[config.mk]
export PLATFORM = sky130hd
export DESIGN_NAME = pulse_train_gen
export DESIGN_NICKNAME = d
export VERILOG_FILES = /design/src/rtl/pulse_train_gen.sv
export SDC_FILE = /design/constraint.sdc
export NUM_CORES = 1
export LEC_CHECK = 0
export ABC_AREA = 0
export BUFFER_PORTS_ARGS = -buffer_cell sky130_fd_sc_hd__buf_2
export CAP_MARGIN = 10
export CORE_UTILIZATION = 35
export DETAILED_ROUTE_END_ITERATION = 12
export GPL_TIMING_DRIVEN = 0
export HOLD_SLACK_MARGIN = 0.03
export MAX_ROUTING_LAYER = met4
export PLACE_DENSITY = 0.52
export REMOVE_ABC_BUFFERS = 1
export SLEW_MARGIN = 0
export SYNTH_ARGS = -nofsm -noshare
export SYNTH_HDL_FRONTEND = slang
export SYNTH_SLANG_ARGS = --single-unit
[constraint.sdc]
create_clock -name clk -period 2.5 [get_ports clk]
set_input_delay 0.5 -clock clk [delete_from_list [all_inputs] [get_ports clk]]
set_output_delay 0.5 -clock clk [all_outputs]
set_load 0.02 [all_outputs]
[src/rtl/pulse_train_gen.sv]
// pulse_train_gen: emits a burst of N clean rising edges on pulse_out.
// Each pulse is HIGH_CYC cycles high followed by LOW_CYC cycles low.
// `sent` counts edges as the downstream receiver sees them.
// Optional feature: define PULSE_GEN_ABORT_EN to add the `abort` port,
// which truncates a running burst without a done strobe.
module pulse_train_gen #(
   parameter int unsigned WIDTH    = 8,
   parameter int unsigned HIGH_CYC = 1,
   parameter int unsigned LOW_CYC  = 1
) (
   input  logic             clk,
   input  logic             rst,
   input  logic             start,
   input  logic [WIDTH-1:0] n_pulses,
`ifdef PULSE_GEN_ABORT_EN
   input  logic             abort,
`endif
   output logic             pulse_out,
   output logic             busy,
   output logic             done,
   output logic [WIDTH-1:0] sent
);

   localparam int unsigned MAX_CYC = (HIGH_CYC > LOW_CYC) ? HIGH_CYC : LOW_CYC;
   localparam int unsigned PW      = (MAX_CYC > 1) ? $clog2(MAX_CYC) : 1;
   localparam logic [PW-1:0] HIGH_LAST = PW'(HIGH_CYC - 1);
   localparam logic [PW-1:0] LOW_LAST  = PW'(LOW_CYC - 1);

   typedef enum logic [1:0] {IDLE, HIGH, LOW, DONE} state_t;

   state_t           state;
   logic [PW-1:0]    phase;
   logic [WIDTH-1:0] remaining;
   logic             abort_req;

`ifdef PULSE_GEN_ABORT_EN
   assign abort_req = abort;
`else
   assign abort_req = 1'b0;
`endif

   // Burst FSM: phase timing, remaining-pulse count and registered outputs.
   always_ff @(posedge clk) begin
      if (!rst) begin
         state     <= IDLE;
         phase     <= '0;
         remaining <= '0;
         pulse_out <= 1'b0;
         busy      <= 1'b0;
         done      <= 1'b0;
         sent      <= '0;
      end else begin
         done <= 1'b0;
         case (state)
            IDLE: begin
               if (start) begin
                  phase <= '0;
                  if (n_pulses != '0) begin
                     // The first edge is counted in the cycle it appears.
                     state     <= HIGH;
                     pulse_out <= 1'b1;
                     busy      <= 1'b1;
                     sent      <= WIDTH'(1);
                     remaining <= n_pulses - WIDTH'(1);
                  end else begin
                     state <= DONE;
                     done  <= 1'b1;
                     sent  <= '0;
                  end
               end
            end
            HIGH: begin
               if (abort_req) begin
                  state     <= IDLE;
                  phase     <= '0;
                  pulse_out <= 1'b0;
                  busy      <= 1'b0;
               end else if (phase == HIGH_LAST) begin
                  state     <= LOW;
                  phase     <= '0;
                  pulse_out <= 1'b0;
               end else begin
                  phase <= phase + PW'(1);
               end
            end
            LOW: begin
               if (abort_req) begin
                  state     <= IDLE;
                  phase     <= '0;
                  pulse_out <= 1'b0;
                  busy      <= 1'b0;
               end else if (phase == LOW_LAST) begin
                  phase <= '0;
                  if (remaining == '0) begin
                     state <= DONE;
                     busy  <= 1'b0;
                     done  <= 1'b1;
                  end else begin
                     state     <= HIGH;
                     pulse_out <= 1'b1;
                     remaining <= remaining - WIDTH'(1);
                     sent      <= sent + WIDTH'(1);
                  end
               end else begin
                  phase <= phase + PW'(1);
               end
            end
            DONE: begin
               state <= IDLE;
            end
            default: begin
               state <= IDLE;
            end
         endcase
      end
   end

endmodule

==> results.txt, run 1 <==
The run finished with clean final reports. During I/O placement, the number of pins put on the boundary was 22. For the number of buffers added for setup after CTS, the log shows 0. Effective utilization at floorplan: 0.366. The tools report the clock tree root driver cell as clkbuf_4. Using the TritonRoute via totals, the vias-per-cell ratio works out to 5.50. The share of the cycle needed by the critical path after routing was 0.924. Summing all placed instances gives a cell area of 1330 µm². The number of clock sinks seen by CTS is 21, and the number of buffer cells added on primary ports is 21. Entering global routing, the biggest net connects 19 pins.

The maximum VDD drop is 0.287 mV. 0 antenna diodes ended up in the layout. The data required time at the worst endpoint was 2.72 ns. The netlist uses 41 different library cells.

The filler cell count was 390. The count of nets left with antenna violations once routing finished came out at 0. In this run the cell area of the synthesized design comes to 1230 µm².

The run gives 3760 µm² as the die outline area. The tools report the leakage component of the power as 0.556 nW. Averaged over all synthesized cells, the footprint is 7.94 µm². The register share of total power is 0.536, and the half-perimeter wire length after detailed placement is 2.12 mm. The run gives 237 µW as the net load switching power. The maximum buffer depth of the clock tree was 2; the depth of the CTS H-tree was 1.

Among all cell types in the netlist, the one instantiated most often is nor2_1. The placement row count was 21. The total DRC errors in the routed layout is 0, and the average detailed-routed wire length per instance is 13.6 µm. Setup repair after global routing left no endpoint under its margin. The critical path capture point type is a flop. Across the whole layout, storage elements account for 420 µm².

Final critical-path required period: 2.31 ns. Clock latency on the worst-skew pair, taken at its later pin, is 0.31 ns. For the combinational cell fraction of total power, the log shows 0.224. In this run the critical register-to-register path is captured at remaining[6]$_SDFFE_PN0P_. Relative to the synthesized area, the layout overhead comes to 11.3%. Setup total negative slack on the finished layout was measured at 0 ns. Final hold analysis gives a worst-case slack of 0.460 ns. By count the netlist is led by nor2_1 (25), dfxtp_1 (21), nand2_1 (14). The hold buffer count at cts is 0, and the layout cell share with drive strength beyond 1 is 0.181. The worst setup path is of the flop to flop kind.

In the synthesized netlist the dominant register cell turns out to be dfxtp_1. The logs give 751 µm² for the area of combinational cells with multiple inputs and 0.240 for the relative contribution of the clock network to total power. After clock tree synthesis, the clock-pin slew on the worst setup and hold paths is 0.13 ns. In this run, synthesis produced a sequential element count of 21. At the placement stage, the worst setup path has a slack of 0.145 ns. The worst slew margin relative to its limit was 0.532; the number of setup violations in the final report was 0. TritonCTS built the clock tree. For this run, the post-layout net count is 185.

The first global-routing pass estimated 4.68 mm of wire. After technology mapping, the gate count stands at 155. For the initial antenna violation count, the log shows 0. The arrival time reported for the critical path endpoint came out at 2.53 ns. Global routing finished with a remaining overflow of 0. The logs give 0.173 for the overall fraction of global-route tracks in use and 714 µW for the overall power of the completed layout. Startpoint of the worst register-to-register path: state[0]$_SDFFE_PN0P_. Final number of hold-violating endpoints: 0.

Timing would allow up to 433 MHz. The transition time at the pin with the least slew margin was 0.696 ns. The first routing iteration left 41 violations. The tools report the reg-to-reg setup timing slack as 0.19 ns. In this run the vertical extent of the chip is 61.3 µm.

The worst clock skew was 0.00973 ns; the number of cells upsized or downsized after cts was 0. The number of buffers created by CTS was 3; the final design instance area without fill was 1370 µm². For this block, the routed nets add up to 2.96 mm of wire. The number of instances on the worst hold path came out at 3. Summing over every cut layer, the via total after detailed routing is 1,193. Core occupancy in the finished layout: 0.407. Sorting the synthesized cells by area gives the leading types as dfxtp_1 (34%), nor2_1 (7.6%), xor2_1 (5.0%), nand2_1 (4.3%), a21oi_1 (4.1%). Internal power comes to 476 µW. The logs give 0.881 for the routability congestion estimate from global placement and 213 for the total placed cells including tap cells. The tools report the end point of the worst hold path as remaining[7]$_SDFFE_PN0P_. Share of synthesized area occupied by flip-flops and latches: 0.342. The dominant cell type by area after synthesis is dfxtp_1. In this run the standard cell core region covers 3360 µm². The path class of the lowest-slack min-delay path was input pin to flop. The fraction of post-synthesis cell area in the top cell type by area was 0.342; the share of synthesized flip-flops with an asynchronous set or reset was 0. For the count of pins over their slew limit, the log shows 0. Of all nets on the critical path, the largest fanout is 18. The tool flagged a number of max-cap violations equal to 0.

The worst hold path begins at n_pulses[7]. The fraction of power spent switching nets was 0.332. The number of cell instances on the worst register-to-register path works out to 8. STA classifies the critical path startpoint as a flop.

The number of cells in the finished layout apart from fillers was 217. Die width: 61.3 µm. Setup slack on the critical path of the routed design comes to 0.190 ns.

The via count of the first global-routing pass is 1,066, and the areal power density over the cells is 521 nW/µm². The tools report the number of warnings printed during yosys synthesis as 0. The number of flops mapped to enable cells by yosys was 0. Before antenna repair, the detailed router went through 4 iterations.
-- placed cells by master, fill, tap and decap left out, types with 3 or more instances in the layout --
cell type | netlist | layout
nand3_1 | 3 | 3
nand2b_1 | 5 | 5
o21ai_1 | 3 | 3
a211oi_1 | 3 | 3
xor2_1 | 7 | 7
and3_1 | 4 | 4
o21ai_0 | 8 | 8
nor4_1 | 6 | 6
nand4_1 | 4 | 4
dfxtp_1 | 21 | 21
nor2_1 | 25 | 25
buf_2 | 4 | 21
nor3_1 | 4 | 4
a21oi_1 | 10 | 10
nand2_1 | 14 | 14
clkbuf_4 | 0 | 3
-- flip-flops by register name (all words and copies together), names as in the netlist --
signal,count
remaining,8
sent,8
state,2
busy,1
done,1
pulse_out,1
-- power by group through the flow --
stage | combinational, mW | clock [mW] | sequential (mW)
after global placement | 0.151 | 0 | 0.388
final | 0.160 | 0.171 | 0.383
after detailed placement | 0.153 | 0 | 0.389
after floorplan | 0.102 | 0 | 0.389
after global routing | 0.180 | 0.188 | 0.386
after CTS | 0.154 | 0.184 | 0.381
-- final cells by class --
type                            instances  area share
Timing Repair Buffer                   21      0.0768
Tap cell                               46      0.0420
Clock buffer                            3      0.0165
Multi-Input combinational cell        123       0.548
Sequential cell                        21       0.307
Inverter                                2     0.00548
Clock inverter                          1     0.00366
-- kinds of logic (layout without fill, tap and decap cells) --
group	after synthesis	count (layout)	synth area share
AOI/OAI and AO/OA	41	41	0.219
xor gates and xnor gates	8	8	0.0570
adders and majority gates	2	2	0.0203
buffers and inverters	11	27	0.0590
DFF	21	21	0.342
muxes	3	3	0.0275
and+or+nand+nor	69	69	0.276
-- routing by layer --
metal,GRT usage,vias to the layer above,wire length [µm]
met5,-,-,0
met4,0.0487,0,42
met3,0.0441,4,156
met2,0.290,41,1430
met1,0.203,556,1330
li1,-,592,-
-- worst max-delay path, stage by stage, from the launching register on --
cell and delay [ns]:
dfxtp_1 0.57, nand2b_4 0.35, mux2i_2 0.30, ha_1 0.30, nand2b_1 0.15, nor4_1 0.21, o21ai_1 0.10, a22oi_1 0.19
nor2_1 0.05
-- worst max-delay path by stage --
stage	start	to	cells after the start
floorplan	state[1]$_SDFFE_PN0P_	remaining[5]$_SDFFE_PN0P_	5
CTS	remaining[3]$_SDFFE_PN0P_	remaining[5]$_SDFFE_PN0P_	6
global placement	state[1]$_SDFFE_PN0P_	remaining[5]$_SDFFE_PN0P_	5
detailed placement	remaining[3]$_SDFFE_PN0P_	remaining[5]$_SDFFE_PN0P_	6
global route	state[0]$_SDFFE_PN0P_	remaining[6]$_SDFFE_PN0P_	8
finish	state[0]$_SDFFE_PN0P_	remaining[6]$_SDFFE_PN0P_	8
Note: power is estimated with default switching activity, not from simulation.
==> run 2, diff against run 1 <==
--- a/config.mk
+++ b/config.mk
@@ -8,14 +8,17 @@
 export ABC_AREA = 0
 export BUFFER_PORTS_ARGS = -buffer_cell sky130_fd_sc_hd__buf_2
 export CAP_MARGIN = 10
-export CORE_UTILIZATION = 35
+export CELL_PAD_IN_SITES_DETAIL_PLACEMENT = 0
+export CELL_PAD_IN_SITES_GLOBAL_PLACEMENT = 2
+export CORE_UTILIZATION = 31
 export DETAILED_ROUTE_END_ITERATION = 12
 export GPL_TIMING_DRIVEN = 0
 export HOLD_SLACK_MARGIN = 0.03
 export MAX_ROUTING_LAYER = met4
-export PLACE_DENSITY = 0.52
+export PLACE_DENSITY = 0.75
 export REMOVE_ABC_BUFFERS = 1
 export SLEW_MARGIN = 0
 export SYNTH_ARGS = -nofsm -noshare
 export SYNTH_HDL_FRONTEND = slang
 export SYNTH_SLANG_ARGS = --single-unit
+export TNS_END_PERCENT = 30
==> run 2 against run 1 <==
Against the previous run: die area grew 12%; largest cell class unchanged; largest power group unchanged; critical endpoint unchanged; fmax grew 1.1%; sequential power is essentially flat.
==> results.txt, run 2 (synthesis gave the netlist of run 1 again) <==
For the worst hold margin, the log shows 0.498 ns. In this run the count of I/O pins placed on the die edge is 22. The via count of the first global-routing pass came out at 1,129. The logs give 0.21 ns for the reg-to-reg setup timing slack and 0 for the count of pins over their slew limit.

The tools report the max-capacitance violation count as 0. The worst hold path terminates at remaining[7]$_SDFFE_PN0P_. The floorplan step set the die width to 65.0 µm. The flow ran to the end, and the final reports show no timing, DRC or antenna violations.

The global-route wire length before repair came out at 5.35 mm. The clock drives 21 sinks. The floorplan step set the die height to 65.0 µm. In this run, post-CTS hold repair placed 0 buffers.

The via count was 1,162; the number of detailed-routing iterations run before antenna repair was 4. The later pin in the worst-skew pair is clocked with a latency of 0.25 ns. On the worst path, the slowest cell contributes a delay of 0.53 ns. The largest registers in the layout are remaining (8), sent (8), state (2). Input and output buffers added on the ports amount to 21.

The number of instances on the worst hold path was 2. For this run the aggregate overflow at the end of global routing stands at 0. Leaving out fill and tap cells, the most frequent cell in the layout is nor2_1. Final number of hold-violating endpoints: 0. After clock tree synthesis, the repair step resized 0 gates. The average detailed-routed wire length per instance works out to 14.1 µm. The tools report the initial antenna violation count as 0. Dividing the detail-routed via count by the number of cells gives 5.31. The number of buffers added for setup after CTS was 0; the areal power density over the cells was 551 nW/µm². The filler cell count was 425; the number of cell instances on the worst register-to-register path was 8. Share of the cycle needed by the critical path after routing: 0.914.

The total DRC errors in the routed layout was 0. The peak clock frequency supported by timing was 438 MHz; the final design instance area without fill was 1390 µm². The worst setup path is launched from a flop. The maximum fanout along the worst path works out to 18. TritonCTS built the clock tree. Antenna diode instance count: 0.

Leaving out fill and tap cells, the most frequent cells in the layout are nor2_1 (25), dfxtp_1 (21), buf_2 (21), nand2_1 (14), a21oi_1 (10). Data on the critical path is required at its endpoint by 2.65 ns. The critical path goes through nand2b_4 -> mux2i_2 -> ha_1 -> nand2b_1 -> nor4_1 -> o21ai_1 -> a22oi_1 -> nor2_1. Setup repair after global routing left no endpoint under its margin. The standard cell area after detailed placement is 1330 µm², and the transition time at the pin with the least slew margin is 0.648 ns. For the arrival time reported for the critical path endpoint, the log shows 2.43 ns.

For the final routed database, the setup TNS stands at 0 ns. For the leakage component of the power, the log shows 0.564 nW. The worst slew margin relative to its limit is 0.568, and the placement row count is 22.

The min-delay analysis places its worst path in the category flop to flop. The critical path capture point type was a flop. The tools report the number of setup violations in the final report as 0. The tools report the effective utilization at floorplan as 0.329.

The tools report the number of routed nets with antenna violations as 0. The run gives 2.24 mm as the half-perimeter wire length after detailed placement. For the number of DRC violations after detailed-routing iteration 0, the log shows 37. The core region is 3740 µm². The congestion estimate from routability-driven global placement came to 0.796. On the critical path, the stage with the largest delay is an instance of dfxtp_1.

The number of clock buffers added by TritonCTS is 3. In this run the most critical hold path is launched from remaining[7]$_SDFFE_PN0P_. The endpoint of the worst register-to-register path is remaining[6]$_SDFFE_PN0P_. The tools report the total length of routed wires as 3.10 mm.

The root buffer cell chosen for the clock tree is clkbuf_8. VDD sags by at most 0.168 mV. The depth of the CTS H-tree is 1. In this run the critical register-to-register path is launched from state[0]$_SDFFE_PN0P_.

Relative to the synthesized area, the layout overhead comes to 13.0%. The clock period could shrink to 2.29 ns. The worst setup path is of the flop to flop kind.

The die outline area was 4220 µm²; the worst clock skew was 0.00202 ns. The core occupancy in the finished layout is 0.371, and the clock transition time at the flip-flop clock pins of the worst setup and hold paths is 0.08 ns. The largest net degree at the start of global routing was 19. The net count of the finished layout is 185.

The overall fraction of global-route tracks in use is 0.168, and the layout cell share with drive strength beyond 1 is 0.181. No sink is reached through more buffers than the 2 on the longest clock path.
## run 2: layout make-up
cell class              instances  area [µm²]  area share
multi-input cells             123         751       0.540
repair buffers                 21         105      0.0756
clock inverters                 1        5.00     0.00360
well taps                      48        60.1      0.0432
flip-flops and latches         21         420       0.302
inverters                       2        7.51     0.00540
clock buffers                   3        41.3      0.0297
## run 2: stage by stage
| stage | instances | power [mW] | worst slack, ns |
|---|---|---|---|
| 6_report | 219 | 0.766 | 0.215 |
| 5_1_grt | 219 | 0.815 | 0.0205 |
| 4_1_cts | 219 | 0.771 | 0.0210 |
| 3_5_place_dp | 215 | 0.545 | 0.0476 |
| 3_3_place_gp | 215 | 0.543 | 0.0795 |
| 2_1_floorplan | 146 | 0.491 | 0.563 |
## run 2: worst max-delay path by stage
| stage | start | endpoint |
|---|---|---|
| 6_report | state[0]$_SDFFE_PN0P_ | remaining[6]$_SDFFE_PN0P_ |
| 5_1_grt | state[0]$_SDFFE_PN0P_ | remaining[6]$_SDFFE_PN0P_ |
| 3_3_place_gp | state[1]$_SDFFE_PN0P_ | remaining[5]$_SDFFE_PN0P_ |
| 4_1_cts | remaining[3]$_SDFFE_PN0P_ | remaining[5]$_SDFFE_PN0P_ |
| 3_5_place_dp | remaining[3]$_SDFFE_PN0P_ | remaining[5]$_SDFFE_PN0P_ |
| 2_1_floorplan | state[1]$_SDFFE_PN0P_ | remaining[5]$_SDFFE_PN0P_ |
## run 2: critical path: cells and delay by family (launching register included)
family,cells,cell delay (ns)
AOI/OAI and AO/OA,2,0.29
adders and majority gates,1,0.31
muxes,1,0.31
and+or+nand+nor,4,0.73
DFF,1,0.53
## run 2: where the power goes
| part | switching, mW | internal [mW] |
|---|---|---|
| clock network | 0.112 | 0.111 |
| logic | 0.0983 | 0.0619 |
| registers | 0.0288 | 0.354 |
| total | 0.239 | 0.527 |
## run 2: layer usage
layer | track usage | wire [µm]
met5 | - | 0
met4 | 0.0556 | 21
met3 | 0.0194 | 102
met2 | 0.286 | 1480
met1 | 0.204 | 1500
==> run 3, diff against run 2 <==
--- a/config.mk
+++ b/config.mk
@@ -16,6 +16,7 @@
 export HOLD_SLACK_MARGIN = 0.03
 export MAX_ROUTING_LAYER = met4
 export PLACE_DENSITY = 0.75
+export RECOVER_POWER = 100
 export REMOVE_ABC_BUFFERS = 1
 export SLEW_MARGIN = 0
 export SYNTH_ARGS = -nofsm -noshare
==> run 3 against run 2 <==
Against the previous run: fmax shrank 0.50%; sequential share of layout area rose by 0.30 points; clock power barely moved; combinational power about the same; non-clock buffer count stayed put; clock-buffer cell count unchanged; flip-flop and latch count unchanged; first-iteration DRC count shrank 27%.
==> results.txt, run 3 (synthesis gave the netlist of run 1 again) <==
STA classifies the critical path endpoint as a flop. The endpoint identified for the worst register-to-register timing path is remaining[6]$_SDFFE_PN0P_. The die covers 4220 µm². For the worst flop-to-flop path, the logic depth is 8.

In the final routing, the length of wire on met1 measures 1.44 mm. The via count of the first global-routing pass was 1,129; the count of pins over their slew limit was 0. Cell internal power was estimated by the tool at 525 µW.

The run gives 185 as the number of nets in the final layout. The tools report the final number of hold-violating endpoints as 0. CTS placed an instance of clkbuf_8 at the clock tree root. The number of hold buffers added after CTS was 0. The worst setup path is launched from a flop. Dividing total power by cell area gives a power density of 555 nW/µm². The path class of the lowest-slack min-delay path was flop to flop. The maximum fanout along the worst path was 18; the number of detailed-routing iterations run before antenna repair was 4.

The core region is 3740 µm². The finished cells cover 1380 µm². The total met3 wirelength after detailed routing was 141 µm; the die width was 65.0 µm. The routed layout has 1,179 vias. In this run the remaining antenna-violating nets after routing total 0. The number of clock sinks seen by CTS is 21. Summed over all cells, the static leakage comes to 0.518 nW. Fraction of power spent switching nets: 0.312.

For the worst-case setup margin in the final layout, the log shows 0.203 ns. The data required time at the worst endpoint came out at 2.65 ns. The number of instances on the worst hold path is 2, and the peak clock frequency supported by timing is 435 MHz.

For the final routed database, the setup TNS stands at 0 ns. The register share of total power was 0.502; the largest net degree at the start of global routing was 19. Counting the fill cells in the layout gives 431. The tools report the number of buffers created by CTS as 3.

For this run, design rule violations remaining after detail routing come to 0. TritonCTS built the clock tree. Share of the cycle needed by the critical path after routing: 0.919. The largest registers in the layout are remaining (8), sent (8), state (2). The design draws 764 µW. The top routing layer in use was met4. The via density per instance came out at 5.38. Arrival time reported for the critical path endpoint: 2.44 ns.

The worst register-to-register path has a setup slack of 0.20 ns. At the placement stage, the worst setup path has a slack of 0.0476 ns. The tools report the amount of wire on met2 after detailed routing as 1.49 mm.

The top-level port count was 22. The flow ran to the end, and the final reports show no timing, DRC or antenna violations. The logs give 0 for the initial antenna violation count and 0.292 for the relative contribution of the clock network to total power. The placed instances occupy a cell area of 1330 µm². The routed design has 3.09 mm of wire. Startpoint of the worst register-to-register path: state[0]$_SDFFE_PN0P_.

Routability-driven placement finished with a final weighted congestion of 0.796. Across the VDD grid, the largest voltage drop is 0.168 mV. Detailed placement ended at an HPWL of 2.24 mm. No sink is reached through more buffers than the 2 on the longest clock path.

The overall fraction of global-route tracks in use came out at 0.168. The core occupancy in the finished layout was 0.368. The most common cell after layout, fill and taps aside is nor2_1. For the final database, setup skew stands at 0.00267 ns. The tools report the number of DRC violations after detailed-routing iteration 0 as 27. In this run the worst setup path begins at state[0]$_SDFFE_PN0P_.

Setup repair after global routing left no endpoint under its margin. The layout cell share with drive strength beyond 1 is 0.117, and the combinational cell fraction of total power is 0.207. The average detailed-routed wire length per instance came out at 14.1 µm.

The number of buffer cells added on primary ports came out at 21. The depth of the CTS H-tree was 1; the number of setup violations in the final report was 0. The worst setup path is of the flop to flop kind. The transition time at the pin with the least slew margin is 0.630 ns, and the post-synthesis to final-layout area growth is 11.9%. Leaving out fill and tap cells, the most frequent cells in the layout are nor2_1 (25), dfxtp_1 (21), nand2_1 (14), clkbuf_1 (11). The final critical-path required period is 2.30 ns. The clock transition time at the flip-flop clock pins of the worst setup and hold paths came out at 0.08 ns. For the worst-skew pair, the clock arrives at the later sink with an insertion delay of 0.26 ns.

The last element of the critical path is remaining[6]$_SDFFE_PN0P_. The logs give 0.580 for the worst slew margin relative to its limit and 0 for the max-capacitance violation count. The analysis attributes to net switching a power of 238 µW. The first global-routing pass estimated 5.35 mm of wire. Row generation in the floorplan step produced 22 rows. Summed over all layers, the global routing overflow is 0.

From bottom edge to top edge, the die measures 65.0 µm. Antenna diode instance count: 0. For the effective utilization at floorplan, the log shows 0.329.
==> run 3: changes by cell type in the layout (fill, tap and decap cells not counted) <==
| cell | before | now |
|---|---|---|
| clkbuf_1 | 0 | 11 |
| o21ai_0 | 8 | 9 |
| buf_2 | 21 | 10 |
| o21ai_1 | 3 | 2 |
==> run 3: layer usage <==
layer  vias to the layer above  track usage
met4                         0       0.0556
met3                         2       0.0194
met2                        27        0.286
li1                        590            -
met5                         -            -
met1                       560        0.204
==> run 3: worst min path at each step <==
stage	startpoint	endpoint	slack [ns]
after floorplan	remaining[7]$_SDFFE_PN0P_	remaining[7]$_SDFFE_PN0P_	0.45
after global placement	remaining[7]$_SDFFE_PN0P_	remaining[7]$_SDFFE_PN0P_	0.47
after detailed placement	remaining[7]$_SDFFE_PN0P_	remaining[7]$_SDFFE_PN0P_	0.48
after CTS	remaining[7]$_SDFFE_PN0P_	remaining[7]$_SDFFE_PN0P_	0.49
after global routing	remaining[0]$_SDFFE_PN0P_	remaining[0]$_SDFFE_PN0P_	0.55
final	remaining[7]$_SDFFE_PN0P_	remaining[7]$_SDFFE_PN0P_	0.50
==> run 3: power groups by stage <==
| stage | Clock, mW | Combinational, mW | Sequential [mW] |
|---|---|---|---|
| 2_1_floorplan | 0 | 0.102 | 0.389 |
| 3_3_place_gp | 0 | 0.154 | 0.389 |
| 3_5_place_dp | 0 | 0.156 | 0.389 |
| 4_1_cts | 0.233 | 0.157 | 0.381 |
| 5_1_grt | 0.248 | 0.179 | 0.387 |
| 6_report | 0.223 | 0.158 | 0.383 |
==> run 3: repair_timing <==
item / CTS / global route
setup endpoints to repair: 0 / 8
gates resized for setup: 0 / 2
buffers inserted: 0 / 0
==> run 3: critical path, stage by stage, from the launching register on <==
cell,delay (ns)
dfxtp_1,0.53
nand2b_4,0.34
mux2i_2,0.31
ha_1,0.31
nand2b_1,0.16
nor4_1,0.17
o21ai_0,0.10
a22oi_1,0.21
nor2_1,0.05
==> run 3: layout make-up <==
cell class	count	area [µm²]	share of cell area
Inverter	2	7.51	0.00545
Timing Repair Buffer	21	91.3	0.0664
Clock inverter	1	5.00	0.00364
Clock buffer	3	41.3	0.0300
Sequential cell	21	420	0.305
Multi-Input combinational cell	123	751	0.545
Tap cell	48	60.1	0.0436
==> run 3: through the flow <==
step	hold WS, ns	cells
3_5_place_dp	0.483	215
3_3_place_gp	0.468	215
2_1_floorplan	0.449	146
6_report	0.498	219
4_1_cts	0.494	219
5_1_grt	0.553	219
